### config.mk
export PLATFORM = sky130hd
export DESIGN_NAME = score_sequencer
export DESIGN_NICKNAME = d
export VERILOG_FILES = /design/src/rtl/score_pkg.sv /design/src/rtl/score_pending_acc.sv /design/src/rtl/score_sequencer.sv
export SDC_FILE = /design/constraint.sdc
export NUM_CORES = 1
export LEC_CHECK = 0
export CORE_UTILIZATION = 41
export DETAILED_ROUTE_END_ITERATION = 10
export GPL_TIMING_DRIVEN = 1
export PLACE_DENSITY_LB_ADDON = 0.15
export SLEW_MARGIN = 20
export SYNTH_ARGS = -nofsm -noshare
export SYNTH_HDL_FRONTEND = slang
export SYNTH_SLANG_ARGS = --single-unit
### constraint.sdc
create_clock -name Clk -period 11.6 [get_ports Clk]
set_input_delay 1.16 -clock Clk [delete_from_list [all_inputs] [get_ports Clk]]
set_output_delay 1.16 -clock Clk [all_outputs]
set_load 0.02 [all_outputs]
### src/rtl/score_pkg.sv
// Shared types and constants for the score sequencer: FSM states, event weights
// and the default BCD thresholds.
package score_pkg;

   typedef enum logic [1:0] {
      IDLE   = 2'd0,
      PULSE  = 2'd1,
      SETTLE = 2'd2
   } score_state_t;

   localparam int W_PELLET     = 1;
   localparam int W_POWER      = 5;
   localparam int W_GHOST_BASE = 20;
   localparam int W_FRUIT      = 10;

   // Largest single-cycle event sum is 1 + 5 + 160 + 10 = 176.
   localparam int EVT_W = 8;

   localparam logic [15:0] SCORE_MAX_DEFAULT     = 16'h0999;
   localparam logic [15:0] EXTRA_LIFE_AT_DEFAULT = 16'h0500;

   function automatic logic [EVT_W-1:0] ghost_weight(input logic [1:0] combo);
      return EVT_W'(W_GHOST_BASE) << combo;
   endfunction

   // The score register spends one cycle on each digit that has reached A.
   function automatic logic bcd_correcting(input logic [15:0] score);
      return (score[3:0] == 4'hA) || (score[7:4] == 4'hA);
   endfunction

endpackage

### src/rtl/score_pending_acc.sv
// Saturating accumulator of owed score increments: adds the event weight,
// subtracts one per issued pulse, never underflows, clears synchronously.
module score_pending_acc #(
   parameter int PEND_W = 10,
   parameter int ADD_W  = 8
) (
   input  logic              Clk,
   input  logic              i_clr,
   input  logic [ADD_W-1:0]  i_add,
   input  logic              i_dec,
   output logic [PEND_W-1:0] o_value,
   output logic [PEND_W-1:0] o_next
);

   localparam int SUM_W = ((PEND_W > ADD_W) ? PEND_W : ADD_W) + 1;

   logic [PEND_W-1:0] r_value;
   logic [SUM_W-1:0]  w_sum;
   logic [SUM_W-1:0]  w_max;
   logic [PEND_W-1:0] w_next;

   always_comb begin
      w_max = SUM_W'({PEND_W{1'b1}});
      w_sum = SUM_W'(r_value) + SUM_W'(i_add);
      if (i_dec && (w_sum != '0)) begin
         w_sum = w_sum - SUM_W'(1);
      end
      if (i_clr) begin
         w_next = '0;
      end else if (w_sum > w_max) begin
         w_next = '1;
      end else begin
         w_next = w_sum[PEND_W-1:0];
      end
   end

   always_ff @(posedge Clk) begin
      r_value <= w_next;
   end

   assign o_value = r_value;
   assign o_next  = w_next;

endmodule

### src/rtl/score_sequencer.sv
// Turns scoring events into paced single-cycle increment pulses for the BCD
// score register; also tracks ghost combo, saturation and the extra life.
module score_sequencer
   import score_pkg::*;
#(
   parameter int          PEND_W        = 10,
   parameter logic [15:0] EXTRA_LIFE_AT = EXTRA_LIFE_AT_DEFAULT,
   parameter logic [15:0] SCORE_MAX     = SCORE_MAX_DEFAULT
) (
   input  logic              Clk,
   input  logic              Reset,
   input  logic              Reset_game,
   input  logic              pellet_eaten,
   input  logic              power_eaten,
   input  logic              ghost_eaten,
   input  logic              fruit_eaten,
   input  logic [15:0]       score_in,
   output logic              increment,
   output logic              busy,
   output logic              extra_life,
   output logic [1:0]        ghost_combo,
   output score_state_t      o_dbg_state,
   output logic [PEND_W-1:0] o_dbg_pending
);

   // Handshake: none. Events are one-cycle strobes, always accepted unless the
   // score is full or a reset is active; increment is a one-cycle strobe the
   // score register must accept unconditionally.

   score_state_t      r_state;
   logic              r_increment;
   logic [1:0]        r_combo;
   logic              r_life_given;
   logic              r_extra_life;

   logic              w_clear;
   logic              w_full;
   logic              w_go;
   logic [EVT_W-1:0]  w_add;
   logic [PEND_W-1:0] w_pending;
   logic [PEND_W-1:0] w_pending_next;

   assign w_clear = Reset | Reset_game;
   assign w_full  = (score_in >= SCORE_MAX);

   always_comb begin
      w_add = '0;
      if (pellet_eaten) w_add = w_add + EVT_W'(W_PELLET);
      if (power_eaten)  w_add = w_add + EVT_W'(W_POWER);
      if (ghost_eaten)  w_add = w_add + ghost_weight(r_combo);
      if (fruit_eaten)  w_add = w_add + EVT_W'(W_FRUIT);
   end

   // Clearing on full also discards any events arriving in that cycle.
   score_pending_acc #(
      .PEND_W (PEND_W),
      .ADD_W  (EVT_W)
   ) u_acc (
      .Clk     (Clk),
      .i_clr   (w_clear | w_full),
      .i_add   (w_add),
      .i_dec   (r_increment),
      .o_value (w_pending),
      .o_next  (w_pending_next)
   );

   // Deciding on the next accumulator value lets a pulse follow its event
   // by a single cycle.
   assign w_go = (w_pending_next != '0) && !w_full;

   always_ff @(posedge Clk) begin
      if (w_clear) begin
         r_state     <= IDLE;
         r_increment <= 1'b0;
      end else begin
         r_increment <= 1'b0;
         case (r_state)
            IDLE: begin
               if (w_go) begin
                  r_state     <= PULSE;
                  r_increment <= 1'b1;
               end
            end
            PULSE: begin
               r_state <= SETTLE;
            end
            SETTLE: begin
               if (bcd_correcting(score_in)) begin
                  r_state <= SETTLE;
               end else if (w_go) begin
                  r_state     <= PULSE;
                  r_increment <= 1'b1;
               end else begin
                  r_state <= IDLE;
               end
            end
            default: begin
               r_state <= IDLE;
            end
         endcase
      end
   end

   // A ghost is scored at the old index; power then wins the index update.
   always_ff @(posedge Clk) begin
      if (w_clear) begin
         r_combo <= 2'd0;
      end else if (!w_full) begin
         if (power_eaten) begin
            r_combo <= 2'd0;
         end else if (ghost_eaten && (r_combo != 2'd3)) begin
            r_combo <= r_combo + 2'd1;
         end
      end
   end

   always_ff @(posedge Clk) begin
      if (w_clear) begin
         r_life_given <= 1'b0;
         r_extra_life <= 1'b0;
      end else begin
         r_extra_life <= 1'b0;
         if ((score_in >= EXTRA_LIFE_AT) && !r_life_given) begin
            r_extra_life <= 1'b1;
            r_life_given <= 1'b1;
         end
      end
   end

   assign increment     = r_increment;
   assign busy          = (r_state != IDLE) || (w_pending != '0);
   assign extra_life    = r_extra_life;
   assign ghost_combo   = r_combo;
   assign o_dbg_state   = r_state;
   assign o_dbg_pending = w_pending;

endmodule

Word level (Yosys, flattened, before mapping) --
Index checks and enable logic that the tools add are counted.
Storage, ports and cells: input port bits 23, register bits 17, logic and storage cells 57, output and inout port bits 17
Operators by class: bitwise operators 3, muxes and demuxes 17, equality and inequality tests 6, reductions and logical operators 15, $lt $le $gt $ge 3, add/sub/neg operators 6, shift operators 1
Operator list (count):
- $mux 8 | 3
- $mux 10 | 2
- $reduce_bool 10->1 | 2
- $ge 16x11->1 const B | 1
- $ge 16x12->1 const B | 1
- $add 10x8->11 | 1
- $gt 11x10->1 const B | 1
- $mux 11 | 1
- $reduce_bool 11->1 | 1
- $sub 11x1->11 const B | 1
- $add 8x3->8 const B | 1
- $add 8x4->8 const B | 1
- $add 8x8->8 | 1
- $eq 4x4->1 const B | 2
- $mux 2 | 4
- $shl 5x2->8 const A | 1
- $pmux 2 s3 | 1
- $mux 1 | 5
- $logic_and 1x1->1 | 4
- $ne 2x2->1 const B | 2
- $reduce_bool 2->1 | 2
- $add 2x1->2 const B | 1
- $eq 2x1->1 const B | 1
- $eq 2x2->1 const B | 1
- 7 further kinds | 10

Longest topological paths before layout --
depth after elaboration 19, mapped depth 20, gate-level depth less buffers 20

Modules after synthesis --
From an unflattened synthesis, not the netlist that was laid out.
Unflattened totals: cells, all modules 202, area total of the unflattened synthesis 1697.9 um^2
By module, submodules not included:
- score_pending_acc | area each 1016.0 um^2, cells each 121, seq. area each 200.2 um^2, instances 1
- score_sequencer | area each 681.9 um^2, cells each 81, seq. area each 140.1 um^2, instances 1

Least setup slack after synthesis --
OpenSTA, ideal clock, no wires.
kind input port to flip-flop, start input ghost_eaten, end register r_increment, in the netlist increment, cell stages on the path 17, library setup time 0.129 ns, path slack 6.938 ns, data arrival time 4.534 ns, path through clkbuf_1 -> mux2_2 -> ha_1 -> o2111a_1 -> nand3_1 -> xnor2_1 -> and2_1 -> ha_1 -> a21oi_1 -> a21oi_1 -> o21bai_1 -> xnor2_1 -> and3_1 -> a311o_1 -> o31ai_2 -> nor4_4 -> a31oi_1
On the way: word-level cells in the longest chain between the ends 15
RTL lines:
- start: declaration | RTL line score_sequencer.sv:15 | input logic ghost_eaten,
- $mux 8 * | RTL line score_sequencer.sv:50 | if (ghost_eaten) w_add = w_add + ghost_weight(r_combo);
- $add 8x4->8 | RTL line score_sequencer.sv:51 | if (fruit_eaten) w_add = w_add + EVT_W'(W_FRUIT);
- $mux 8 * | RTL line score_sequencer.sv:51
- $add 10x8->11 * | RTL line score_pending_acc.sv:24 | w_sum = SUM_W'(r_value) + SUM_W'(i_add);
- parallel branches: the longest is 2 deep, another holds $sub 11x1->11
- $mux 11 * | RTL line score_pending_acc.sv:25 | if (i_dec && (w_sum != '0)) begin
- $gt 11x10->1 | RTL line score_pending_acc.sv:30 | end else if (w_sum > w_max) begin
- $mux 10 * | RTL line score_pending_acc.sv:30
- $mux 10 * | RTL line score_pending_acc.sv:28 | if (i_clr) begin
- net u_acc.o_next[7] | RTL line score_pending_acc.sv:12 | output logic [PEND_W-1:0] o_next
- $reduce_bool 10->1 * | RTL line score_sequencer.sv:69 | assign w_go = (w_pending_next != '0) && !w_full;
- $logic_and 1x1->1 * | RTL line score_sequencer.sv:69
- $mux 1 * | RTL line score_sequencer.sv:79, score_sequencer.sv:90
- $mux 1 | RTL line score_sequencer.sv:88 | if (bcd_correcting(score_in)) begin
- $pmux 1 s2 * | RTL line score_sequencer.sv:77 | case (r_state)
- end signal: assignment | RTL line score_sequencer.sv:76 | r_increment <= 1'b0;
- end signal: assignment | RTL line score_sequencer.sv:81 | r_increment <= 1'b1;
- end signal: assignment | RTL line score_sequencer.sv:92 | r_increment <= 1'b1;
- end: declaration | RTL line score_sequencer.sv:31 | logic r_increment;
Mark *: on every way through the listed nets, which the timed path passes. A chain may end at the register's enable or synchronous reset.

Worst setup path after layout --
start input power_eaten, end register r_state[0], in the netlist o_dbg_state[0]
On the way: word-level cells in the longest chain between the ends 17
RTL lines:
- start: declaration | RTL line score_sequencer.sv:14 | input logic power_eaten,
- $mux 8 * | RTL line score_sequencer.sv:49 | if (power_eaten) w_add = w_add + EVT_W'(W_POWER);
- $add 8x8->8 | RTL line score_sequencer.sv:50
- $mux 8 * | RTL line score_sequencer.sv:50
- $add 8x4->8 | RTL line score_sequencer.sv:51
- $mux 8 * | RTL line score_sequencer.sv:51
- $add 10x8->11 * | RTL line score_pending_acc.sv:24
- parallel branches: the longest is 2 deep, another holds $sub 11x1->11
- $mux 11 * | RTL line score_pending_acc.sv:25
- $gt 11x10->1 | RTL line score_pending_acc.sv:30
- $mux 10 * | RTL line score_pending_acc.sv:30
- $mux 10 * | RTL line score_pending_acc.sv:28
- net u_acc.o_next[7] | RTL line score_pending_acc.sv:12
- $reduce_bool 10->1 * | RTL line score_sequencer.sv:69
- $logic_and 1x1->1 * | RTL line score_sequencer.sv:69
- $mux 1 | RTL line score_sequencer.sv:90 | end else if (w_go) begin
- $mux 2 | RTL line score_sequencer.sv:88
- $pmux 2 s3 | RTL line score_sequencer.sv:77
- end signal: assignment | RTL line score_sequencer.sv:80 | r_state <= PULSE;
- end signal: assignment | RTL line score_sequencer.sv:89 | r_state <= SETTLE;
- end signal: assignment | RTL line score_sequencer.sv:91 | r_state <= PULSE;
- end: declaration | RTL line score_sequencer.sv:30 | score_state_t r_state;
Marks and branches as above.

==> results_dict.tcl <==
set metrics [dict create \
    final_cells 295 \
    path_delay_family "compound AO/OA/AOI/OAI gates" \
    yosysSeqAreaShare_pct 18.7 \
    io_buffers 39 \
    start_kind "input port" \
    setup_viol 0 \
    initialDrtViolationCount 55 \
    drt-pass1-iter-count 4 \
    die_w_um 68.7 \
    synth-edff-count 0 \
    cts_buffers 3 \
    period_needed_ns 5.47 \
    power.density_mw_per_mm2 63.6 \
    avgSynthCellArea_um2 8.81 \
    design_area_mm2 0.00228 \
    critPathBufInv 1 \
    crit_fanout 6 \
    first_global_vias 1591 \
    crit_top_cell "ha_1" \
    r2r-start "ghost_combo[0]" \
    place_inst 291 \
    critPathKind "input port to register" \
    grt_pass1_wl_um 7370 \
    cts.clk_slew.worst_paths_ns 0.08 \
    period_share_pct 47.1 \
    detail_route.vias_per_cell 5.55 \
    drv_slew 0 \
    n_antenna_cell 0 \
    ys_warn_count 0 \
    root_buffer "clkbuf_8" \
    utilization_pct 55.1 \
    synth_nets 250 \
    yosys_register_bits 17 \
    setup_ws_ns 6.13 \
    total_power_mw 0.145 \
    dp_hpwl_um 3600 \
    initial_utilization_pct 44.0 \
    synthCells 207 \
    p_leak_nw 0.869 \
    reg2reg_depth 19 \
    cts_buffer_depth 2 \
    grt_use_total_pct 20.9 \
    ant_nets 0 \
    setup_tns_ns 0 \
    htreeDepth 1 \
    syn_to_final_growth_pct 25.2 \
    r2r-end "o_dbg_state[0]" \
    worst_pin_slew_ns 0.602 \
    wirelength_um 4460 \
    cp_slowest_cell "clkdlybuf4s50_1" \
    timing.fmax_mhz 183 \
    overflow 0 \
    rsz0062_at_grt "no" \
    cts_resized 0 \
    fill_cells 418 \
    clk_latency_ns 0.26 \
    fin_nets 289 \
    hold_depth 1 \
    post_drt_wl_per_cell_um 15.1 \
    drive_gt1_share_pct 11.0 \
    hold_ws_ns 0.436 \
    remaining_drc_errors 0 \
    hp-start "r_life_given" \
    grt_max_degree 12 \
    placedInstanceArea_mm2 0.00224 \
    cts_setup_buffers 0 \
    worstPathCellList "clkdlybuf4s50_1 > ha_1 > mux2_2 > ha_1 > o2111a_1 > nand3_1 > xnor2_1 > and2_1 > ha_1 > a21oi_1 > a21oi_1 > o21bai_1 > xnor2_1 > and3_1 > a311o_1 > o31ai_2 > nor4_4 > a31oi_1" \
    synth-main-ff-cell "dfxtp_1" \
    rrSetupSlack_ns 6.67 \
    hold_class "register to register" \
    netlist_area_mm2 0.00182 \
    hold_path_end "extra_life" \
    gp_congestion 0.895 \
    core_area_mm2 0.00414 \
    crit_arrival_ns 5.60 \
    worstPathRequired_ns 11.74 \
    worstSetupEndpointType "register" \
    cp_slowest_stage_delay_ns 0.56 \
    crit_start "power_eaten" \
    cts.sinks 17 \
    die_area_mm2 0.00472 \
    cts_tree "built" \
    status "finished clean" \
    hold_buffers 0 \
    die_y_um 68.7 \
    hold_viol_final 0 \
    timing.max_cap.violations 0 \
    io_pins 40 \
    slew_headroom_pct 59.6 \
    peakVddDrop_mv 0.0381 \
    vias 1637 \
    rows 23 \
    synth.distinct_cells 60 \
    dp_worst_setup_slack_ns 5.91 \
    synth-async-reset-ratio_pct 0 \
    clock_skew_ns 0.00872 \
    antenna_found_initial 0 \
]
==> layout by cell type (no fill, tap or decap), types with 7 or more instances in the layout <==
cell	n
nor2_1	13
nor3_1	7
clkdlybuf4s50_1	39
nand2_1	18
ha_1	19
a21oi_1	11
dfxtp_1	17
nand3_1	7
xnor2_1	12
inv_1	11
==> how the worst max path moves through the flow <==
stage / to / cells past startpoint
global placement: o_dbg_state[0] / 18
detailed placement: o_dbg_state[0] / 18
global route: o_dbg_state[0] / 18
finish: o_dbg_state[0] / 18
floorplan: increment / 17
CTS: o_dbg_state[0] / 18
==> worst reg2reg max path, delay by kind of cell, from the launching register on <==
kind / cells / cell delay [ns]
multiplexers: 1 / 0.28
AO/OA/AOI/OAI: 7 / 1.36
AND/OR/NAND/NOR: 4 / 0.93
flip-flops: 1 / 0.51
XOR/XNOR: 2 / 0.50
buffers and inverters: 1 / 0.15
adder cells (fa/ha/maj): 4 / 1.07
==> synthesized netlist by cell type, types with 5 or more instances <==
cell type | number | area [um2]
a21oi_1 | 11 | 55.1
dfxtp_1 | 17 | 340
ha_1 | 19 | 238
inv_1 | 11 | 41.3
nand2_1 | 18 | 67.6
nand3_1 | 7 | 35.0
nor2_1 | 13 | 48.8
nor3_1 | 7 | 35.0
xnor2_1 | 12 | 105
xor2_1 | 5 | 43.8
==> where the power goes <==
group / total, mW / switching (mW) / leakage, nW / internal [mW]
clock: 0.0462 / 0.0221 / 0.0217 / 0.0242
combinational: 0.0399 / 0.0201 / 0.710 / 0.0198
sequential: 0.0592 / 0.000364 / 0.137 / 0.0589
==> cell type report <==
class	instances	area, um2	area share (%)
flip-flops and latches	17	340	14.9
well taps	50	62.6	2.74
clock inverters	1	7.51	0.329
repair buffers	39	390	17.1
inverters	11	41.3	1.81
multi-input cells	174	1400	61.3
clock buffers	3	41.3	1.81
==> cells by family after synthesis <==
logic type | synth area share [%]
and+or+nand+nor | 26.7
AOI/OAI and AO/OA | 21.0
xor gates and xnor gates | 12.1
adders and majority gates | 14.1
DFF | 18.7
buffers and inverters | 4.53
muxes | 2.88
==> per-layer routing <==
layer	up-vias	track usage, %	part of all wire (%)
met5	-	0	0
met4	0	5.87	1.4
met3	4	2.30	2.3
met2	28	35.8	46
met1	765	27.6	50
li1	840	-	-
==> state kept, by name, indices dropped and copies added, names as in the netlist <==
signal and count:
increment 1, r_life_given 1, extra_life 1, u_acc.o_value 10, o_dbg_state 2, ghost_combo 2
Power figures use the tool's default switching activity.
